`src/rtl/bit32_seq_leftshift.sv`:
```
// Sequential 32-bit logical left shifter.
// One bit of shift per clock in SHIFT; a shift amount of 32 or more
// short-circuits to a zero result with no shift cycles.
module bit32_seq_leftshift (
  input  logic        clk,
  input  logic        rst_n,
  input  logic        start,
  input  logic [31:0] a,
  input  logic [31:0] b,
  output logic [31:0] s,
  output logic        busy,
  output logic        done
);

  typedef enum logic [1:0] {
    IDLE  = 2'd0,
    SHIFT = 2'd1,
    DONE  = 2'd2
  } state_t;

  state_t      state;
  state_t      state_nxt;
  logic [31:0] work;
  logic [4:0]  cnt;
  logic        overflow;
  logic        accept;

  // Any set bit above bit 4 shifts every operand bit out of the word.
  assign overflow = |b[31:5];
  // Requests are only honoured in IDLE; nothing is queued otherwise.
  assign accept   = (state == IDLE) && start;

  // State register.
  // NOTE: sequential state uses non-blocking (<=) so every register samples
  // pre-edge values; blocking here would create order-dependent races.
  always_ff @(posedge clk or negedge rst_n) begin
    if (!rst_n) begin
      state <= IDLE;
    end else begin
      state <= state_nxt;
    end
  end

  // Next-state decode and status outputs.
  // NOTE: every output of this block gets a default first, so no path can
  // leave one unassigned and infer a latch.
  always_comb begin
    state_nxt = state;
    busy      = 1'b0;
    done      = 1'b0;
    case (state)
      IDLE: begin
        if (start) begin
          if (overflow || (b[4:0] == 5'd0)) begin
            state_nxt = DONE;
          end else begin
            state_nxt = SHIFT;
          end
        end
      end
      SHIFT: begin
        busy = 1'b1;
        if (cnt == 5'd1) begin
          state_nxt = DONE;
        end
      end
      DONE: begin
        done      = 1'b1;
        state_nxt = IDLE;
      end
      default: begin
        state_nxt = IDLE;
      end
    endcase
  end

  // Working register and remaining-shift counter.
  // The operands are copied at acceptance, so later changes on a/b are
  // invisible to the operation in progress.
  always_ff @(posedge clk or negedge rst_n) begin
    if (!rst_n) begin
      work <= 32'h0;
      cnt  <= 5'd0;
    end else if (accept) begin
      work <= overflow ? 32'h0 : a;
      cnt  <= overflow ? 5'd0  : b[4:0];
    end else if (state == SHIFT) begin
      work <= {work[30:0], 1'b0};
      cnt  <= cnt - 5'd1;
    end
  end

  // The result port is the working register itself; it holds through IDLE.
  assign s = work;

endmodule

```
`config.mk`:
```
export PLATFORM = sky130hd
export DESIGN_NAME = bit32_seq_leftshift
export DESIGN_NICKNAME = d
export VERILOG_FILES = /design/src/rtl/bit32_seq_leftshift.sv
export SDC_FILE = /design/constraint.sdc
export NUM_CORES = 1
export LEC_CHECK = 0
export BUFFER_PORTS_ARGS = -buffer_cell sky130_fd_sc_hd__buf_2
export CORE_MARGIN = 4
export CORE_UTILIZATION = 48
export DETAILED_ROUTE_END_ITERATION = 10
export PLACE_DENSITY = 0.84
export SYNTH_ARGS = -nofsm -noshare
export SYNTH_HDL_FRONTEND = slang
export SYNTH_SLANG_ARGS = --single-unit
export TNS_END_PERCENT = 1
```
`constraint.sdc`:
```
create_clock -name clk -period 3.65 [get_ports clk]
set_input_delay 1.095 -clock clk [delete_from_list [all_inputs] [get_ports clk]]
set_output_delay 1.095 -clock clk [all_outputs]
set_load 0.01 [all_outputs]
```
Word-level counts from Yosys, hierarchy flattened:

Index checks and enable logic that the tools add are counted.

* $add $sub $neg: 1
* eq/ne operators: 5
* multiplexer cells: 12
* reductions and logical operators: 7

Operators with widths (count)
* $mux W32: 3
* $reduce_or A27 Y1: 1
* $mux W5: 3
* $mux W2: 3
* $eq A5 B1 Y1 const B: 1
* $logic_not A5 Y1: 1
* $sub A5 B1 Y5 const B: 1
* $ne A2 B2 Y1 const B: 2
* $pmux W2 S2: 1
* $eq A2 B1 Y1 const B: 1
* $eq A2 B2 Y1 const B: 1
* $logic_not A2 Y1: 1
* $mux W1: 2
* $reduce_and A2 Y1: 1
* $reduce_bool A2 Y1: 1
* $logic_and A1 B1 Y1: 1
* $logic_or A1 B1 Y1: 1

* flip-flop bits (word level): 39
* input bits: 67
* logic and storage cells: 28

Depth between registers and ports, before layout:

Gate-level depths: netlist (run 1).

* word-level depth: 5
* depth in mapped cells: 6

Least setup slack after synthesis (run 1):

OpenSTA, ideal clock, no wires.

* path type: in2out
* start point: in start
* end point: out busy
* arrival time: 1.514 ns
* data required time: 2.555 ns
* path slack: 1.041 ns
* stages on the path: 3
* path buffers: 0
* path through: o21ba_2 nand2_1 inv_1

RTL lines
* start: declaration: line 7 `input logic start,`
* end: declaration: line 11 `output logic busy,`

==> results of run 1 <==
synth_stat cells (3+ instances only):
cell / instances
inv_1: 5
o31ai_1: 3
o2bb2ai_1: 32
nand2_1: 4
buf_6: 3
a221o_1: 4
a21oi_1: 33
nor4_1: 6
dfrtp_1: 39
nor2_1: 35
clkbuf_1: 10
layer usage:
metal / GRT usage [%] / routed length [um] / part of all wire, % / up-vias
met5: 0 / 0 / 0 / -
met4: 1.88 / 7 / 0.14 / 0
met3: 6.59 / 388 / 7.6 / 2
met2: 34.6 / 2540 / 50 / 64
met1: 25.4 / 2160 / 42 / 884
li1: - / - / - / 922
final cells by class:
cell class	instances	area (um2)
fill	311	1220
inverter	5	18.8
multi-input combinational	137	866
timing repair buffer	104	531
tap	48	60.1
sequential	39	976
clock buffer	7	96.3
clock inverter	1	7.51
where the power goes:
part | switching [mW] | internal [mW]
combinational | 0.0967 | 0.0818
sequential | 0.0293 | 0.469
clock | 0.146 | 0.172
critical path, stage by stage:
cell,delay (ns)
buf_2,0.12
o21ba_2,0.20
nand2_1,0.16
inv_1,0.05
buf_2,0.13
registers in the layout, indices dropped and copies added (netlist names):
name / cells
s: 32
state: 2
cnt: 5
metrics by stage:
step / hold slack (ns) / std cells / util (%)
after floorplan: 0.527 / 196 / -
after global placement: 0.515 / 333 / 65.0
after detailed placement: 0.525 / 333 / 65.0
after CTS: 0.547 / 341 / 67.8
after global routing: 0.563 / 341 / 67.8
final: 0.547 / 341 / 67.8
logic make-up (layout without fill, tap and decap cells):
| logic type | Yosys count | count (layout) | synth area share, % |
|---|---|---|---|
| AO/OA/AOI/OAI | 77 | 77 | 28.4 |
| adder cells (fa/ha/maj) | 2 | 2 | 1.29 |
| buffers and inverters | 20 | 117 | 5.16 |
| flip-flops | 39 | 39 | 50.4 |
| AND/OR/NAND/NOR | 58 | 58 | 14.8 |
final timing paths:
check,from,endpoint,slack [ns]
worst min-delay path,s[0],s[0],0.55
worst max-delay path,start,busy,0.78
worst min register to register,s[0],s[0],0.55
min in group asynchronous,rst_n,s[27],0.91
max in group asynchronous,rst_n,s[19],2.20
worst max register to register,state[0],cnt[4],1.54
==> metrics.md, run 1 <==
| Metric | Value |
|---|---|
| Status | completed |
| Total leakage power | 1.27 nW |
| Htree depth | 2 |
| Maximum vdd drop | 281 uV |
| First drt pass iteration count | 4 |
| Yosys cell types | 28 |
| GPL Wtd Cong | 0.865 |
| Antenna Nets Post-Route | 0 |
| Worst setup SP type | input pin |
| Initial antenna violation count | 0 |
| Drt drc | 0 |
| CTS Buffer Depth | 2 |
| Share of the synthesized area in the top cell type | 50.4% |
| DR vias | 1872 |
| Worst Path Required | 2.55 ns |
| Diodes inserted | 0 |
| Dpl cell area | 0.00245 mm2 |
| Synth area leader | dfrtp_1 |
| Crit Path Class | in -> out |
| Worst reg-to-reg path cell count | 5 |
| Hold Path Class | reg -> reg |
| Die ar. | 0.00512 mm2 |
| Mapped Nets | 265 |
| Post-CTS Resized | 0 |
| Number of global-route vias before repair | 1812 |
| Hold path depth | 1 |
| Final worst slack | 0.781 ns |
| WP data arrival | 1.77 ns |
| Final WL | 5090 um |
| Via density | 5.49 |
| WL per Instance | 14.9 um |
| Slew headroom | 43.7% |
| Final Net Count | 361 |
| Unrepaired setup endpoints after global routing | false |
| Yosys warnings | 0 |
| CP endpoint kind | primary output |
| Total congestion overflow | 0 |
| Initial DRC count | 113 |
| CTS buffer count | 5 |
| Area Overhead vs Synth | 31.8% |
| Worst-path clk slew | 0.08 ns |
| Commonest non-fill, non-tap cell in the layout | buf_2 |
| # hold bufs at CTS | 0 |
| Register area share after synthesis | 50.4% |
| Height of the die | 71.5 um |
| Synth area leaders | dfrtp_1 (50%), o2bb2ai_1 (14%), a21oi_1 (8.5%), nor2_1 (6.8%), a221o_1 (2.1%) |
| Setup TNS | 0 ns |
| CTS tree | built |
| Power, Total | 995 uW |
| Die width | 71.5 um |
| Final setup fails | 0 |
| Final Max Slew Viols | 0 |
| Worst-Skew Late Latency | 0.28 ns |
| Fraction of layout cells with a size suffix above 1 | 39.9% |
| Synth Instances | 196 |
| FP Rows | 22 |
| Setup Fix Bufs, Post-CTS | 0 |
| F_max | 349 MHz |
| Post-Syn Area | 0.00194 mm2 |
| Primary FF master, synth | dfrtp_1 |
| Clock skew | 0.00609 ns |
| Fin. Hold Viols | 0 |
| Max-cap viol count | 0 |
| Clk sink count | 39 |
| Setup Slack @ Placement | 0.798 ns |
| Post-layout minimum cycle time | 2.87 ns |
| Synth Area per Inst | 9.89 um2 |
| Most frequent cells in the layout | buf_2 (100), dfrtp_1 (39), nor2_1 (35) |
| Dpl hpwl | 3660 um |
| Num ports | 101 |
| Pin count of the biggest net entering global routing | 40 |
| Post-synthesis async set-or-reset flop share | 100% |
| Fin crit share | 78.6% |
| Core area | 0.00377 mm2 |
| GRT Overall Usage | 20.0% |
| I/O Buffers | 100 |
| Finished Cell Area | 0.00255 mm2 |
| PD cells | 390 mW/mm2 |
| Clk root buf | clkbuf_8 |
| Flops & latches, synth | 39 |
| Post-synth EDFFs | 0 |
| Starting Density | 51.4% |
| First-pass GRT wire length | 8290 um |
| Tightest Pin Transition | 0.845 ns |
| Worst Path Max Fanout | 5 |
(Power assumes the default switching activity.)
==> run 2, diff against run 1 <==
--- a/config.mk
+++ b/config.mk
@@ -7,9 +7,9 @@
 export LEC_CHECK = 0
 export BUFFER_PORTS_ARGS = -buffer_cell sky130_fd_sc_hd__buf_2
 export CORE_MARGIN = 4
-export CORE_UTILIZATION = 48
+export CORE_UTILIZATION = 45
 export DETAILED_ROUTE_END_ITERATION = 10
-export PLACE_DENSITY = 0.84
+export PLACE_DENSITY = 0.8
 export SYNTH_ARGS = -nofsm -noshare
 export SYNTH_HDL_FRONTEND = slang
 export SYNTH_SLANG_ARGS = --single-unit
==> constraint.sdc (replaced) <==
create_clock -name clk -period 3 [get_ports clk]
set_input_delay 0.9 -clock clk [delete_from_list [all_inputs] [get_ports clk]]
set_output_delay 0.9 -clock clk [all_outputs]
set_load 0.01 [all_outputs]
==> metrics.md, run 2 (synthesized netlist as in run 1, its figures left out) <==
| Metric | Value |
|---|---|
| Drt drc | 0 (unchanged) |
| Starting Density | 47.4% (-4.0 points) |
| DR vias | 1865 (-0.37%) |
| Clock skew | 0.00719 ns (+0.00110 ns) |
| Fraction of layout cells with a size suffix above 1 | 40.1% (+0.20 points) |
| FP Rows | 23 (+4.5%) |
| Via density | 5.42 (-1.2%) |
| Cells after DPL | 336 (+0.90%) |
| Largest register FFs | 32 (unchanged) |
| Tightest Pin Transition | 0.856 ns (+0.0113 ns) |
| # hold bufs at CTS | 0 (unchanged) |
| Area taken by multi-input logic gates | 866 um2 (unchanged) |
| Area Overhead vs Synth | 32.8% |
| Core area | 0.00409 mm2 (+8.4%) |
| WL per Instance | 15.1 um (+1.3%) |
| GRT Overall Usage | 19.1% (-0.90 points) |
| Fill count | 353 (+14%) |
| Clk root buf | clkbuf_8 |
| Worst-path clk slew | 0.08 ns (about the same) |
| Status | completed |
| Number of global-route vias before repair | 1770 (-2.3%) |
| Initial DRC count | 97 (-14%) |
| Final WL | 5210 um (+2.2%) |
| Fin crit share | 82.7% |
| Final Net Count | 362 (+0.28%) |
| GPL Wtd Cong | 0.808 (-6.5%) |
| Total congestion overflow | 0 (unchanged) |
| Htree depth | 2 (unchanged) |
| WP data arrival | 1.58 ns (-0.19 ns) |
| Unrepaired setup endpoints after global routing | false |
| CP endpoint kind | primary output |
| Worst setup SP type | input pin |
| Post-layout minimum cycle time | 2.48 ns |
| Dpl hpwl | 3680 um (+0.59%) |
| Die width | 73.6 um (+2.9%) |
| Commonest non-fill, non-tap cell in the layout | buf_2 |
| Hold Path Class | reg -> reg |
| Initial antenna violation count | 0 (unchanged) |
| FF/Latch Area | 976 um2 (unchanged) |
| Post-CTS Resized | 0 (unchanged) |
| Most frequent cells in the layout | buf_2 (100), dfrtp_1 (39), nor2_1 (35) |
| Pin count of the biggest net entering global routing | 40 (unchanged) |
| Num ports | 101 (unchanged) |
| I/O Buffers | 100 (unchanged) |
| Total leakage power | 1.28 nW (+1.0%) |
| Fin. Hold Viols | 0 (unchanged) |
| First-pass GRT wire length | 8070 um (-2.7%) |
| First drt pass iteration count | 4 (unchanged) |
| Post-Layout Cell Count | 344 (+0.88%) |
| Height of the die | 73.6 um (+2.9%) |
| Clk sink count | 39 (unchanged) |
| Die ar. | 0.00542 mm2 (+5.9%) |
| Antenna Nets Post-Route | 0 (unchanged) |
| Setup TNS | 0 ns (unchanged) |
| CTS tree | built |
| Maximum vdd drop | 299 uV (+6.4%) |
| Final Max Slew Viols | 0 (unchanged) |
| PD cells | 488 mW/mm2 (+25%) |
| F_max | 403 MHz |
| Setup Fix Bufs, Post-CTS | 0 (unchanged) |
| CTS Buffer Depth | 2 (unchanged) |
| Slew headroom | 42.9% (-0.76 points) |
| Diodes inserted | 0 (unchanged) |
| Max-cap viol count | 0 (unchanged) |
| CTS buffer count | 5 (unchanged) |
| Crit Path Class | in -> out |
| Power, Total | 1.26 mW (+26%) |
| Worst Path Max Fanout | 5 (unchanged) |
| Worst Path Required | 2.10 ns (-0.45 ns) |
| Worst-Skew Late Latency | 0.29 ns (about the same) |
| Final setup fails | 0 (unchanged) |
[run 2: changes by cell type in the layout (fill, tap and decap cells not counted), sizes merged]
cell,change
clkbuf,-2
clkinv,+2
buf,+1
bufinv,+1
clkinvlp,-1
[run 2: through the flow]
stage	util [%]	area [um2]	worst slack (ns)	hold slack, ns
after global placement	60.2	2460	0.533	0.515
after CTS	63.0	2570	0.515	0.542
after global routing	63.0	2570	0.465	0.550
after detailed placement	60.2	2460	0.479	0.520
final	63.0	2570	0.519	0.545
after floorplan	-	1940	0.781	0.527
[run 2: path summary, 6_finish.rpt]
kind | from | endpoint | slack [ns] | cells past startpoint
worst max-delay path | start | busy | 0.52 | 5
worst min-delay path | s[0] | s[0] | 0.55 | 1
worst max register to register | state[0] | cnt[0] | 0.97 | 5
worst min register to register | s[0] | s[0] | 0.55 | 1
max in group asynchronous | rst_n | s[8] | 1.74 | 1
min in group asynchronous | rst_n | s[2] | 0.71 | 1
[run 2: layout make-up]
type                            count  share of cell area, %
Sequential cell                    39                   37.9
Multi-Input combinational cell    137                   33.6
Timing Repair Buffer              105                   20.9
Clock buffer                        5                   2.67
Tap cell                           50                   2.43
Clock inverter                      3                   1.70
Inverter                            5                  0.729
[run 2: metal layers]
layer	global-route usage (%)	wire (um)	vias up
met2	32.2	2550	62
met3	4.79	309	2
met5	0	0	-
met4	4.63	19	0
li1	-	-	921
met1	24.6	2330	880
[run 2: report_power, final]
group	total [mW]	switching, mW	internal [mW]
logic	0.217	0.117	0.0995
clock network	0.432	0.185	0.248
registers	0.608	0.0368	0.571
total	1.26	0.339	0.918
[run 2: critical path: stages]
cell and delay, ns:
buf_2 0.12, o21ba_2 0.20, nand2_1 0.16, inv_1 0.06
buf_2 0.14
